## src/rtl/dme_range_tracker_pkg.sv

```systemverilog
// Shared types and fixed-point constants for the DME range tracker.
// Range scale: round trip is US_PER_NM_RT = 12.359 us per nautical mile.
package dme_range_tracker_pkg;

  typedef enum logic [1:0] {
    ST_SEARCH  = 2'd0,
    ST_ACQUIRE = 2'd1,
    ST_TRACK   = 2'd2,
    ST_MEMORY  = 2'd3
  } state_e;

  // round(2^16 / US_PER_NM_RT): turns Q12.4 microseconds into Q12.4 nautical miles
  localparam int unsigned K_NM_Q16 = 5303;

  localparam int EST_W      = 16;
  localparam int EST_FRAC_W = 4;
  localparam int R_W        = 12;
  localparam int K_W        = 13;

endpackage

```

## src/rtl/dme_range_tracker_range_scaler.sv

```systemverilog
// Registered unsigned constant multiply followed by a truncating right shift.
// Loads only when asked; the strobe marks the cycle the new value appears.
module dme_range_tracker_range_scaler #(
  parameter int          IN_W  = 16,
  parameter int          K_W   = 13,
  parameter int unsigned K     = 5303,
  parameter int          SHIFT = 16,
  parameter int          OUT_W = 16
) (
  input  logic             clk,
  input  logic             rst,
  input  logic             load,
  input  logic [IN_W-1:0]  value,
  output logic [OUT_W-1:0] scaled,
  output logic             strobe
);

  localparam int PROD_W = IN_W + K_W;
  localparam logic [PROD_W-1:0] K_EXT = PROD_W'(K);

  logic [PROD_W-1:0] prod;
  logic [OUT_W-1:0]  scaled_d, scaled_q;
  logic              strobe_q;

  always_comb begin
    prod     = PROD_W'(value) * K_EXT;
    scaled_d = load ? OUT_W'(prod >> SHIFT) : scaled_q;
  end

  always_ff @(posedge clk or posedge rst) begin
    if (rst) begin
      scaled_q <= '0;
      strobe_q <= 1'b0;
    end else begin
      scaled_q <= scaled_d;
      strobe_q <= load;
    end
  end

  assign scaled = scaled_q;
  assign strobe = strobe_q;

endmodule

```

## src/rtl/dme_range_tracker.sv

```systemverilog
// DME slant-range tracker: reply-time qualification, gated acquire/track FSM,
// alpha-filtered Q12.4 estimate and scaling to Q12.4 nautical miles.
module dme_range_tracker
  import dme_range_tracker_pkg::*;
#(
  parameter int unsigned REPLY_DELAY_US = 50,
  parameter int unsigned MAX_RANGE_US   = 2472,
  parameter int unsigned GATE_US        = 20,
  parameter int unsigned ACQ_HITS       = 4,
  parameter int unsigned MISS_LIMIT     = 8,
  parameter int unsigned TIMEOUT_CYC    = 40000,
  parameter int unsigned ALPHA_SHIFT    = 2
) (
  input  logic        clk,
  input  logic        reset,
  input  logic [31:0] p1,
  input  logic        p1_valid,
  output logic [15:0] range_nm,
  output logic        range_update,
  output logic        range_valid,
  output logic        locked,
  output logic [1:0]  state_dbg
);

  localparam int TMO_W  = $clog2(TIMEOUT_CYC);
  localparam int HITS_W = $clog2(ACQ_HITS + 1);
  localparam int MISS_W = $clog2(MISS_LIMIT + 1);
  localparam int GAP_W  = R_W + 1;
  localparam int SUM_W  = EST_W + 2;

  localparam logic [R_W-1:0]          DELAY      = R_W'(REPLY_DELAY_US);
  localparam logic [R_W-1:0]          MAX_R      = R_W'(MAX_RANGE_US);
  localparam logic [GAP_W-1:0]        GATE       = GAP_W'(GATE_US);
  localparam logic [TMO_W-1:0]        TMO_RELOAD = TMO_W'(TIMEOUT_CYC - 1);
  localparam logic [HITS_W-1:0]       HITS_LOCK  = HITS_W'(ACQ_HITS);
  localparam logic [MISS_W-1:0]       MISS_MAX   = MISS_W'(MISS_LIMIT);
  localparam logic signed [SUM_W-1:0] EST_MAX    = SUM_W'(MAX_RANGE_US << EST_FRAC_W);

  function automatic logic [EST_W-1:0] sat_est(input logic signed [SUM_W-1:0] v);
    logic [EST_W-1:0] res;
    if (v < 0)            res = '0;
    else if (v > EST_MAX) res = EST_MAX[EST_W-1:0];
    else                  res = v[EST_W-1:0];
    return res;
  endfunction

  function automatic logic [EST_W-1:0] alpha_step(input logic [EST_W-1:0] est,
                                                  input logic [R_W-1:0]   r);
    logic signed [SUM_W-1:0] target, cur, delta, sum;
    target = $signed({2'b00, r, {EST_FRAC_W{1'b0}}});
    cur    = $signed({2'b00, est});
    delta  = target - cur;
    sum    = cur + (delta >>> ALPHA_SHIFT);
    return sat_est(sum);
  endfunction

  logic               p1v_low_q;
  logic [TMO_W-1:0]   tmo_cnt_q, tmo_cnt_d;
  logic               vld_p0_d, rej_p0_d, tmo_p0_d, acc_p0;
  logic [R_W-1:0]     r_p0_d;
  logic               vld_p0_q, rej_p0_q, tmo_p0_q;
  logic [R_W-1:0]     r_p0_q;

  logic [R_W-1:0]          est_int;
  logic signed [GAP_W-1:0] diff;
  logic [GAP_W-1:0]        gap;
  logic                    good, in_gate, miss;
  logic [EST_W-1:0]        r_q4, est_filt;

  state_e              state_q, state_d;
  logic [EST_W-1:0]    est_q, est_d;
  logic [HITS_W-1:0]   hits_q, hits_d;
  logic [MISS_W-1:0]   misses_q, misses_d;
  logic                upd_p1_q, upd_p1_d;

  // Stage 0: edge detect, delay removal, plausibility check, reply timeout.
  // p1v_low_q means "p1_valid was low last cycle"; clearing it on reset stops
  // a level held high through reset from looking like a fresh edge.
  always_comb begin
    vld_p0_d  = p1_valid & p1v_low_q;
    r_p0_d    = p1[R_W-1:0] - DELAY;
    rej_p0_d  = (|p1[31:R_W]) | (p1[R_W-1:0] < DELAY) | (r_p0_d > MAX_R);
    acc_p0    = vld_p0_d & ~rej_p0_d;
    tmo_p0_d  = (tmo_cnt_q == '0) & ~acc_p0;
    tmo_cnt_d = (acc_p0 || tmo_cnt_q == '0) ? TMO_RELOAD : tmo_cnt_q - TMO_W'(1);
  end

  // Stage 1: gate test against the current estimate, FSM and estimate update.
  always_comb begin
    est_int  = est_q[EST_W-1:EST_FRAC_W];
    diff     = $signed({1'b0, r_p0_q}) - $signed({1'b0, est_int});
    gap      = diff[GAP_W-1] ? GAP_W'(-diff) : GAP_W'(diff);
    good     = vld_p0_q & ~rej_p0_q;
    in_gate  = good & (gap <= GATE);
    miss     = (vld_p0_q & ~in_gate) | tmo_p0_q;
    r_q4     = {r_p0_q, {EST_FRAC_W{1'b0}}};
    est_filt = alpha_step(est_q, r_p0_q);
  end

  always_comb begin
    state_d  = state_q;
    est_d    = est_q;
    hits_d   = hits_q;
    misses_d = misses_q;
    upd_p1_d = 1'b0;
    case (state_q)
      ST_SEARCH: begin
        if (good) begin
          est_d   = r_q4;
          hits_d  = HITS_W'(1);
          state_d = ST_ACQUIRE;
        end
      end
      ST_ACQUIRE: begin
        if (in_gate) begin
          est_d  = r_q4;
          hits_d = hits_q + HITS_W'(1);
          if (hits_q + HITS_W'(1) == HITS_LOCK) begin
            state_d  = ST_TRACK;
            upd_p1_d = 1'b1;
          end
        end else if (vld_p0_q) begin
          if (good) est_d = r_q4;
          hits_d = HITS_W'(1);
        end else if (tmo_p0_q) begin
          state_d = ST_SEARCH;
        end
      end
      ST_TRACK: begin
        if (in_gate) begin
          est_d    = est_filt;
          upd_p1_d = 1'b1;
        end else if (miss) begin
          misses_d = MISS_W'(1);
          state_d  = ST_MEMORY;
        end
      end
      default: begin
        if (in_gate) begin
          est_d    = est_filt;
          misses_d = '0;
          upd_p1_d = 1'b1;
          state_d  = ST_TRACK;
        end else if (miss) begin
          if (misses_q + MISS_W'(1) == MISS_MAX) begin
            misses_d = '0;
            state_d  = ST_SEARCH;
          end else begin
            misses_d = misses_q + MISS_W'(1);
          end
        end
      end
    endcase
  end

  always_ff @(posedge clk or posedge reset) begin
    if (reset) begin
      p1v_low_q <= 1'b0;
      tmo_cnt_q <= TMO_RELOAD;
      vld_p0_q  <= 1'b0;
      rej_p0_q  <= 1'b0;
      tmo_p0_q  <= 1'b0;
      state_q   <= ST_SEARCH;
      est_q     <= '0;
      hits_q    <= '0;
      misses_q  <= '0;
      upd_p1_q  <= 1'b0;
    end else begin
      p1v_low_q <= ~p1_valid;
      tmo_cnt_q <= tmo_cnt_d;
      vld_p0_q  <= vld_p0_d;
      rej_p0_q  <= rej_p0_d;
      tmo_p0_q  <= tmo_p0_d;
      state_q   <= state_d;
      est_q     <= est_d;
      hits_q    <= hits_d;
      misses_q  <= misses_d;
      upd_p1_q  <= upd_p1_d;
    end
  end

  always_ff @(posedge clk) begin
    r_p0_q <= r_p0_d;
  end

  // Stage 2: scale the estimate to nautical miles.
  dme_range_tracker_range_scaler #(
    .IN_W  (EST_W),
    .K_W   (K_W),
    .K     (K_NM_Q16),
    .SHIFT (16),
    .OUT_W (16)
  ) u_scaler (
    .clk    (clk),
    .rst    (reset),
    .load   (upd_p1_q),
    .value  (est_q),
    .scaled (range_nm),
    .strobe (range_update)
  );

  assign range_valid = (state_q == ST_TRACK) || (state_q == ST_MEMORY);
  assign locked      = (state_q == ST_TRACK);
  assign state_dbg   = state_q;

endmodule
```

## config.mk

```make
export PLATFORM = sky130hd
export DESIGN_NAME = dme_range_tracker
export DESIGN_NICKNAME = d
export VERILOG_FILES = /design/src/rtl/dme_range_tracker_pkg.sv /design/src/rtl/dme_range_tracker_range_scaler.sv /design/src/rtl/dme_range_tracker.sv
export SDC_FILE = /design/constraint.sdc
export NUM_CORES = 1
export LEC_CHECK = 0
export ABC_AREA = 0
export CAP_MARGIN = 20
export CORE_MARGIN = 8
export CORE_UTILIZATION = 45
export DETAILED_ROUTE_END_ITERATION = 16
export PLACE_DENSITY = 0.67
export SYNTH_ARGS = -nofsm -noshare
export SYNTH_HDL_FRONTEND = slang
export SYNTH_SLANG_ARGS = --single-unit
```

## constraint.sdc

```tcl
create_clock -name clk -period 11.2 [get_ports clk]
set_input_delay 2.24 -clock clk [delete_from_list [all_inputs] [get_ports clk]]
set_output_delay 2.24 -clock clk [all_outputs]
set_load 0.02 [all_outputs]
```

==> run metrics, run 1 <==
status complete, no violations; ranking of synthesized cells by area ha_1 19%, fa_1 16%, dfrtp_1 13%, inv_1 6.9%, xnor2_1 3.7%; Ant. Diodes 0; hold path cells 1; post-layout instance area 10700 sq um; Die Width 163 um; Hold Path Sink tmo_cnt_q[0]$_DFF_PP1_; vias in the first global route 7676; CP max stage cell fa_1; post-route setup TNS 0 ns; Chip Height 163 um; slew margin rel. 0.388; final hold violation count 0; Avg WL per Cell 15.6 um; Max-Cap Viols 0; post-synthesis xor/xnor area fraction 0.0549; grt ovf 0; CP Max Fanout 9; die area 26600 sq um; Post-synth EDFFs 0; residual DRC count 0; #FFs+latches synth 72; standard-cell rows 54; mux contribution to synthesized area 0.0188; sequential share of the synthesized area 0.180; asr flop ratio synth 0.833; HP Start tmo_cnt_q[0]$_DFF_PP1_; # fillers 2013; Final Non-Filler Cells 1390; total clock sinks 72; PwrDens 68.8 nW/um^2; number of H-tree levels 3; proportion of layout cells with a drive suffix above 1 0.0604; WL final 21700 um; delay-heaviest family, CP adder cells; most frequent CP cell fa_1; hold buffer count at CTS 0; hpwl dp 17800 um; Avg Cell Area, Syn 9.12 sq um; reg-to-reg endpoint u_scaler.scaled[12]$_DFFE_PP0P_; post_cts resized 0; endpoints failing setup 0; critical path launch point type flip-flop; first drt pass iteration count 5; clock root cell clkbuf_16; largest net degree at the start of global routing 61; cell count after placement 1374; FF-to-FF setup slack 5.59 ns; Synth Area in Compound Gates 0.157; RSZ-0062 raised after global routing false; first-pass GRT wire length 36900 um; Synth area leader ha_1; global-route usage over all layers 0.168; Cell Area, Placed 10400 sq um; Yosys cell types 86; count leader, synth inv_1; Worst-path clk slew 0.06 ns; leakage power 5.52 nW; synthesized area 9730 sq um; Final Critical Period 5.61 ns; post-synth top area share 0.192; maximum vdd ir drop 0.0000661 V; critical-path cell list ha_1 > inv_1 > fa_1 > fa_1 > inv_1 > fa_1 > fa_1 > ha_1 > a22o_1 > nor4_1 > o221ai_1 > o211ai_1 > a21oi_1 > a221oi_1 > a21oi_1 > xnor2_1 > mux2_2; clk_lat worst skew 0.35 ns; largest family of logic cells by synthesized area adder cells; Buf+Inv Stages, Crit Path 2; final period utilization 0.501; Clock Tree Buf Depth 2; TritonCTS clock tree yes; Post-CTS Setup Bufs 0; top_reg_cell synth dfrtp_1; R2R depth 17; WP depth 17; post-route clock skew 0.00846 ns; Power Total 0.738 mW; antenna viol nets, final 0; Critical Path RT 11.43 ns; via count 7580; Max Clk Rate 178 MHz; Synth Instances 1067; DP Worst Slack 5.54 ns; Post-Synth Simple-Gate Area 0.152; # IOs 56; CTS Buf Count 9; RR Startpoint est_q[3]$_DFFE_PP0P_; Core Region 21600 sq um; setup ws final 5.59 ns; crit end category flip-flop; initial antenna violation count 0; Slew @ Worst Pin 0.911 ns; Starting Density 0.451; Vias/cell 5.45; yosys warns 0; 1st-iter DRT viols 320; fin. max-slew vios 0; slowest stage delay, CP 0.55 ns; post-synthesis adder-cell area fraction 0.348; GP Congestion 0.885; nets@finish 1365; Area Growth Syn to Fin 10.1%; Post-synth top cells 179 x inv_1, 149 x ha_1, 76 x fa_1; worst hold path class flip-flop to flip-flop; count of input and output buffers 52; Crit Path Category flip-flop to flip-flop; WP data arrival 5.84 ns
-- metrics by stage --
stage | utilization | hold slack, ns
after floorplan | - | 0.352
after global placement | 0.484 | 0.438
after detailed placement | 0.484 | 0.444
after CTS | 0.497 | 0.460
after global routing | 0.497 | 0.464
final | 0.497 | 0.457
-- cell usage in the layout, fill, tap and decap left out, types with 9 or more instances in the layout --
master           Yosys  layout
nor2b_1              9       9
o21ai_0             29      29
clkdlybuf4s50_1      0      52
nand4_1             10      10
nand3_1             16      16
nor4_1              13      13
a21o_1              18      18
fa_1                76      76
xor2_1              20      20
dfxtp_1             12      12
nor2_1              51      51
dfstp_2             10      10
ha_1               149     149
inv_1              179     178
mux2_2              10      10
and3_1              18      18
nor3_1              21      21
o21ai_1             13      13
clkbuf_16            0       9
and2_1              10      10
nand2b_1            14      14
dfrtp_1             50      50
a21oi_1             48      48
nand2_1             61      61
xnor2_1             41      41
-- layout make-up --
cell class	instances	area, sq um	area share
multi-input combinational	788	7120	0.664
clock inverter	7	55.1	0.00514
timing repair buffer	55	543	0.0507
tap	280	350	0.0327
clock buffer	9	225	0.0210
sequential	72	1750	0.164
inverter	179	672	0.0627
-- how the worst max path moves through the flow --
| stage | slack [ns] | from | endpoint |
|---|---|---|---|
| after detailed placement | 5.54 | est_q[3]$_DFFE_PP0P_ | u_scaler.scaled[12]$_DFFE_PP0P_ |
| after global routing | 5.22 | est_q[3]$_DFFE_PP0P_ | u_scaler.scaled[12]$_DFFE_PP0P_ |
| after floorplan | 6.12 | est_q[3]$_DFFE_PP0P_ | u_scaler.scaled[12]$_DFFE_PP0P_ |
| final | 5.59 | est_q[3]$_DFFE_PP0P_ | u_scaler.scaled[12]$_DFFE_PP0P_ |
| after CTS | 5.52 | est_q[3]$_DFFE_PP0P_ | u_scaler.scaled[12]$_DFFE_PP0P_ |
| after global placement | 5.52 | est_q[3]$_DFFE_PP0P_ | u_scaler.scaled[12]$_DFFE_PP0P_ |
-- report_power, final --
| group | switching (mW) | leakage, nW | internal [mW] |
|---|---|---|---|
| clock network | 0.124 | 0.138 | 0.153 |
| logic | 0.114 | 4.48 | 0.0790 |
| registers | 0.00397 | 0.897 | 0.264 |
-- sequential cells by signal, summed over array words and instances (netlist names), 3 cells and up, named ones only --
signal,count
est_q,16
hits_q,3
misses_q,4
r_p0_q,12
tmo_cnt_q,16
u_scaler.scaled,13
-- logic make-up (layout without fill, tap and decap cells) --
family          count (synthesis)  in the layout
xor+xnor                       61             61
buf+inv                       209            250
other cells                     1              3
fa+ha+maj                     225            225
mux                            17             17
compound gates                213            213
simple gates                  269            269
flops                          72             72
-- layer usage --
metal  track usage  wire (um)  up-vias  part of all wire
met5             0          0        -                 0
met1         0.217       9960     3666              0.46
met4        0.0413        314        0             0.014
met2         0.287      10600      134              0.49
li1              -          -     3752                 -
met3        0.0270        768       28             0.035
Note: power is estimated with default switching activity, not from simulation.
==> run 2: changes to the inputs <==
PLACE_DENSITY = 0.69   (was 0.67)
clock period = 5.1 ns   (was 11.2 ns; I/O delays follow)
==> run metrics, run 2 (synthesis results as in run 1) <==
status complete, but fails checks; failing checks setup timing; HP Start tmo_cnt_q[0]$_DFF_PP1_; residual DRC count 0 (unchanged); Clock Tree Buf Depth 2 (unchanged); WP data arrival 5.38 ns (-0.46 ns); Max-Cap Viols 0 (unchanged); slew margin rel. 0.503 (+0.115); vias in the first global route 8137 (+6.0%); global-route usage over all layers 0.171 (+0.00340); WL final 22700 um (+4.8%); clk_lat worst skew 0.34 ns (about the same); Avg WL per Cell 15.5 um (-0.54%); initial antenna violation count 0 (unchanged); Power Total 1.75 mW (+140%); TritonCTS clock tree yes; RR Startpoint est_q[13]$_DFFE_PP0P_; nets@finish 1440 (+5.5%); final hold violation count 0 (unchanged); endpoints failing setup 3 (+3); first drt pass iteration count 5 (unchanged); PwrDens 151 nW/um^2 (+120%); first-pass GRT wire length 37700 um (+2.1%); critical path launch point type flip-flop; Vias/cell 5.46 (about the same); clock root cell clkbuf_16; Slew @ Worst Pin 0.740 ns (-0.171 ns); RSZ-0062 raised after global routing true; switch share 0.299 (-0.0284); Combinational Power Share 0.253 (-0.008); grt ovf 0 (unchanged); R2R depth 18 (+1); crit end category flip-flop; GP Congestion 0.883 (-0.23%); setup ws final -0.0554 ns (-5.65 ns); Core Region 21600 sq um (unchanged); proportion of layout cells with a drive suffix above 1 0.149 (+0.0890); CP Max Fanout 5 (-4); # fillers 1907 (-5.3%); Area Growth Syn to Fin 18.7%; CTS Buf Count 9 (unchanged); commonest non-fill, non-tap cell in the layout inv_1; clock share of power 0.410 (+0.035); final period utilization 1.01 (+0.510); Starting Density 0.451 (unchanged); die area 26600 sq um (unchanged); FF-to-FF setup slack -0.06 ns (-5.65 ns); 1st-iter DRT viols 459 (+43%); worst hold path class flip-flop to flip-flop; reg-to-reg endpoint u_scaler.scaled[11]$_DFFE_PP0P_; maximum vdd ir drop 0.000176 V (+170%); count of input and output buffers 52 (unchanged); Die Width 163 um (unchanged); Critical Path RT 5.33 ns (-6.10 ns); fin. max-slew vios 0 (unchanged); Crit Path Category flip-flop to flip-flop; antenna viol nets, final 0 (unchanged); most frequent cells in the layout 171 x inv_1, 140 x ha_1, 76 x buf_4; P_sw 0.523 mW (+120%); Pint 1.22 mW (+150%); leakage power 5.89 nW (+6.7%); Max Clk Rate 194 MHz (+8.8%); Chip Height 163 um (unchanged); hold path cells 1 (unchanged); standard-cell rows 54 (unchanged); post-route setup TNS -0.0785 ns (-0.0785 ns); Final Critical Period 5.16 ns (-0.452 ns); sequential fraction of design power 0.338 (-0.026); hpwl dp 18600 um (+4.5%); number of H-tree levels 3 (unchanged); Ant. Diodes 0 (unchanged); largest net degree at the start of global routing 35 (-43%); # IOs 56 (unchanged); Hold Path Sink tmo_cnt_q[0]$_DFF_PP1_; Worst-path clk slew 0.06 ns (about the same); total clock sinks 72 (unchanged); post-route clock skew 0.00846 ns (-0.00000163 ns); via count 7995 (+5.5%)
run 2: cell types whose count changed in the layout (fill, tap and decap cells not counted), sizes merged:
cell and delta:
bufinv +2, buf +75, clkbuf +3, clkinvlp +1
clkinv -3, inv -3
run 2: worst max-delay path, cell delays in order (launching register included):
cell and delay, ns:
dfrtp_2 0.45, ha_4 0.29, inv_1 0.05, fa_1 0.51
inv_1 0.06, fa_1 0.52, fa_1 0.45, fa_1 0.50
ha_1 0.32, a22o_1 0.18, nor4_1 0.16, o221ai_1 0.19
o211ai_1 0.28, a21oi_1 0.11, buf_4 0.17, a221oi_4 0.30
o21bai_1 0.11, xor2_1 0.14, mux2_4 0.25
run 2: layout make-up:
type	count	area (sq um)	share of cell area
tap	280	350	0.0303
clock buffer	12	256	0.0222
timing repair buffer	130	1110	0.0964
inverter	179	676	0.0585
multi-input combinational	788	7320	0.633
clock inverter	4	76.3	0.00661
sequential	72	1760	0.152
run 2: metal layers:
metal,vias to the layer above,part of all wire,GRT usage,wire [um]
met3,35,0.031,0.0212,700
met5,-,0,0,0
met1,3891,0.45,0.219,10300
met2,158,0.49,0.293,11200
li1,3911,-,-,-
met4,0,0.024,0.0584,539
run 2: power groups by stage:
stage               combinational, mW  clock (mW)  sequential, mW
finish                          0.441       0.715           0.590
detailed placement              0.421           0           0.599
global placement                0.416           0           0.599
CTS                             0.424       0.726           0.589
floorplan                       0.323           0           0.595
global route                    0.487       0.753           0.590
run 2: worst max path at each step:
stage | startpoint | endpoint | slack (ns) | cells after the start
global route | est_q[3]$_DFFE_PP0P_ | u_scaler.scaled[11]$_DFFE_PP0P_ | -0.24 | 18
detailed placement | est_q[3]$_DFFE_PP0P_ | u_scaler.scaled[12]$_DFFE_PP0P_ | -0.32 | 18
finish | est_q[13]$_DFFE_PP0P_ | u_scaler.scaled[11]$_DFFE_PP0P_ | -0.06 | 18
floorplan | est_q[3]$_DFFE_PP0P_ | u_scaler.scaled[12]$_DFFE_PP0P_ | 0.02 | 17
CTS | est_q[11]$_DFFE_PP0P_ | u_scaler.scaled[12]$_DFFE_PP0P_ | -0.08 | 18
global placement | est_q[3]$_DFFE_PP0P_ | u_scaler.scaled[12]$_DFFE_PP0P_ | -0.21 | 18
run 2: through the flow:
| step | std cells | util | setup slack [ns] | hold slack (ns) | instance area, sq um |
|---|---|---|---|---|---|
| floorplan | 1069 | - | 0.0188 | 0.352 | 9740 |
| global placement | 1441 | 0.508 | -0.206 | 0.438 | 10900 |
| detailed placement | 1441 | 0.508 | -0.323 | 0.443 | 10900 |
| CTS | 1460 | 0.527 | -0.0752 | 0.458 | 11400 |
| global route | 1465 | 0.536 | -0.235 | 0.480 | 11500 |
| finish | 1465 | 0.536 | -0.0554 | 0.452 | 11500 |
run 2: what timing repair did:
item	in CTS	in global routing
pin swaps	7	25
hold endpoints to repair	0	0
gates resized for setup	11	34
hold buffers	0	0
buffers inserted	3	5
endpoints found under the setup margin	6	13
cloned	0	0
==> patch 1 (config.mk and constraints of run 2) <==
Put a register stage on the outputs `range_valid` and `locked`, without a reset. The values now appear one clock later. The other outputs are not delayed to match.
--- a/src/rtl/dme_range_tracker.sv
+++ b/src/rtl/dme_range_tracker.sv
@@ -199,8 +199,10 @@
     .strobe (range_update)
   );
 
-  assign range_valid = (state_q == ST_TRACK) || (state_q == ST_MEMORY);
-  assign locked      = (state_q == ST_TRACK);
+  always_ff @(posedge clk) begin
+    range_valid <= (state_q == ST_TRACK) || (state_q == ST_MEMORY);
+    locked      <= (state_q == ST_TRACK);
+  end
   assign state_dbg   = state_q;
 
 endmodule
Function: changed (a bounded check fails within 10 cycles, from zero or initial values and one cycle with reset high).
==> patch 1 against run 2 <==
The flow still finishes with violations (negative setup slack). Combinational power rose by 47%. Core utilization rose by 0.46 points. Sequential cell count rose by 2. Critical path type unchanged. Routed wire length rose by 2.2%. Area after synthesis rose by 1.2%. Synthesized cell count rose by 1.9%. Design area rose by 1.2%. Total power rose by 13%. Highest routed layer unchanged. Sequential share of layout area rose by 0.18 points. Setup slack improved by 3.4 ps. First-iteration DRC count rose by 26%.
==> patch 1: results (changes against run 2) <==
Compound-Gate Fraction of Synth Area=16.07% (+0.39 points); Distinct cells, synth=85 (-1.2%); layout cells sized above 1=14.74% (-0.20 points); Synth Area in Adders=35.03% (+0.23 points); grt met2 use=28.25% (-1.1 points); switch share=32.82% (+2.9 points); worst setup margin=-51.99 ps (+3.424 ps); Synth async-reset ratio=81.08% (-2.3 points); run status=finished, violations left; Layout fillers=1,992 (+4.5%); largest net degree at the start of global routing=32 (-8.6%); synth top area cells=ha_1 20%, fa_1 15%, dfrtp_1 13%, inv_1 6.8%, xnor2_1 3.0%; First DRT Iteration DRCs=578 (+26%); worst r2r dst=u_scaler.scaled[12]; critical path fanouts, max=4 (-1); WL met3=1298 um (+85%); multiplexer share of the synthesized area=2.173% (+0.30 points); vias in the first global route=7,922 (-2.6%); met3 global-route usage=3.459% (+1.3 points); GRT Overall Usage=17.72% (+0.59 points); nets@finish=1,461 (+1.5%); drt wl/cell=15.70 um (+1.1%); final setup vio count=4 (+1); met1 Use GR=24.55% (+2.6 points); DP HPWL=18,960 um (+1.9%); RePlAce Congestion=0.9063 (+2.7%); final setup TNS=-141.7 ps (-63.22 ps); Hold WS=453.9 ps (+1.656 ps); Pleak=0.005892 uW (about the same); Via density=5.411 (-0.86%); DRT met1 WL=10,930 um (+5.8%); Met2 Routed Length=10,670 um (-4.5%); failing checks=negative setup slack; first-pass GRT wire length=38,950 um (+3.3%); worst setup path startpoint=est_q[10]
patch 1: cell types whose count changed in the layout (fill, tap and decap cells not counted), moves of 6 or more:
cell     before  now
a22o_1        1    8
xnor2_1      41   34
and3_1       18    7
nand4_1      10   16
xor2_1       20   30
and2_1       10   16
a31oi_1       5   13
patch 1: power groups by stage:
stage / logic, uW / clock network, uW / registers (uW)
floorplan: 475 / 0 / 618
global placement: 616 / 0 / 625
detailed placement: 627 / 0 / 625
CTS: 634 / 720 / 614
global route: 723 / 740 / 616
finish: 649 / 704 / 615
patch 1: metrics by stage:
step | worst slack, ps | power (uW) | area (um^2) | cells
floorplan | 12.09 | 1093 | 9883 | 1089
global placement | -121.4 | 1241 | 11040 | 1453
detailed placement | -200.7 | 1252 | 11040 | 1453
CTS | -118.7 | 1969 | 11460 | 1472
global route | -257.1 | 2079 | 11680 | 1481
finish | -51.99 | 1968 | 11680 | 1481
patch 1: how the worst min path moves through the flow:
stage	startpoint	end	depth (start not counted)
floorplan	upd_p1_q	u_scaler.strobe	0
global placement	tmo_cnt_q[0]	tmo_cnt_q[0]	1
detailed placement	p1v_low_q	vld_p0_q	1
CTS	p1v_low_q	vld_p0_q	1
global route	p1v_low_q	vld_p0_q	1
finish	p1v_low_q	vld_p0_q	1
patch 1: repair_timing:
item,CTS,global route
setup buffers,3,9
endpoints found under the setup margin,6,20
hold buffers,0,0
pin swaps,20,20
resized for setup,15,27
patch 1: area by class of cell:
type	count	area, um^2	area share [%]
Sequential cell	74	1802	15.42
Clock buffer	10	239.0	2.045
Inverter	178	668.1	5.719
Timing Repair Buffer	127	1099	9.402
Clock inverter	6	88.84	0.7603
Tap cell	280	350.3	2.999
Multi-Input combinational cell	806	7437	63.65
==> patch 2 (flow settings as in run 2) <==
Without the edit above. Set the parameter `ACQ_HITS` to 2 (it was 4).
--- a/src/rtl/dme_range_tracker.sv
+++ b/src/rtl/dme_range_tracker.sv
@@ -6,7 +6,7 @@
   parameter int unsigned REPLY_DELAY_US = 50,
   parameter int unsigned MAX_RANGE_US   = 2472,
   parameter int unsigned GATE_US        = 20,
-  parameter int unsigned ACQ_HITS       = 4,
+  parameter int unsigned ACQ_HITS       = 2,
   parameter int unsigned MISS_LIMIT     = 8,
   parameter int unsigned TIMEOUT_CYC    = 40000,
   parameter int unsigned ALPHA_SHIFT    = 2
Formal check against the unedited RTL: not equivalent (a bounded check fails within 10 cycles, from zero or initial values and one cycle with reset high).
==> patch 2 against run 2 <==
Hold slack gained 1.6 ps. Die area shrank 1.0%. Core utilization shrank 0.15 points. Clock power shrank 17%. Synthesized cell count grew 0.19%. Routed wire length grew 4.0%. Area after synthesis shrank 1.1%. Non-clock buffer count shrank 25. Via count shrank 0.70%. Design area shrank 2.7%. Sequential cell count shrank 1. Total power shrank 7.1%. Setup slack gained 150 ps. Largest cell class unchanged. Largest power group unchanged. Highest routed layer unchanged.
==> patch 2: results (changes against run 2) <==
run status=complete, no violations; DP HPWL=19,270 um (+3.5%); Distinct cells, synth=85 (-1.2%); footprint of the multi-input gates=7292 um^2 (-0.33%); drt wl/cell=16.47 um (+6.1%); First DRT Iteration DRCs=489 (+6.5%); Synth async-reset ratio=83.10% (-0.23 points); grt met2 use=29.72% (+0.37 points); Met2 Routed Length=11,670 um (+4.4%); Post-synth top cells=172 x inv_1, 148 x ha_1, 76 x fa_1; DRT met1 WL=10,760 um (+4.2%); Via density=5.529 (+1.3%); Synth Area in Adders=35.05% (+0.26 points); Non-CTS buffers=105 (-19%); met1 Use GR=23.54% (+1.6 points); RePlAce Congestion=0.9313 (+5.5%); pre-CTS WS=-163.8 ps (+159.0 ps); Compound-Gate Fraction of Synth Area=16.42% (+0.75 points); final setup skew=8.734 ps (+0.2764 ps); clock power share=36.7% (-4.3 points); Internal=1099 uW (-10%); first-pass GRT wire length=38,540 um (+2.3%); Max rail drop VDD=0.1613 mV (-8.5%); post-cts repair resize count=5 (-6); multiplexer share of the synthesized area=1.144% (-0.73 points); Multi-In Gates=796 (+1.0%); GRT Overall Usage=17.80% (+0.67 points); Synth top area share=19.24% (+0.084 points); setup bufs post-CTS=0 (-3); Non-clock inverters=173 (-3.4%); vias in the first global route=7,852 (-3.5%); Pleak=0.005642 uW (-4.2%); synth top area cells=ha_1 19%, fa_1 16%, dfrtp_1 13%, inv_1 6.7%, xnor2_1 3.5%; critical path fanouts, max=4 (-1)
## patch 2: cell types whose count changed after synthesis, sizes merged, moves of 6 or more
cell     change
nor4b        -6
clkbuf       +6
nand3b       +7
o22ai        +8
nand4        +6
nand2        +7
and3         -6
inv          -7
o2bb2ai      +7
## patch 2: per-stage QoR
stage	area (um^2)	hold WS (ps)	std cells	power [uW]
2_1_floorplan	9630	372.1	1071	918.9
3_3_place_gp	10660	436.9	1414	1023
3_5_place_dp	10670	443.1	1415	1028
4_1_cts	10960	457.4	1431	1628
5_1_grt	11230	468.3	1436	1705
6_report	11230	453.8	1436	1622
## patch 2: path summary, 6_finish.rpt
kind,from,endpoint,slack (ps),cells after the start
min in group asynchronous,reset,u_scaler.scaled[10],1040,2
hold reg to reg,tmo_cnt_q[0],tmo_cnt_q[0],450,1
setup reg to reg,est_q[8],u_scaler.scaled[11],100,17
setup / recovery,est_q[8],u_scaler.scaled[11],100,17
hold / removal,tmo_cnt_q[0],tmo_cnt_q[0],450,1
max in group asynchronous,reset,est_q[5],3150,3
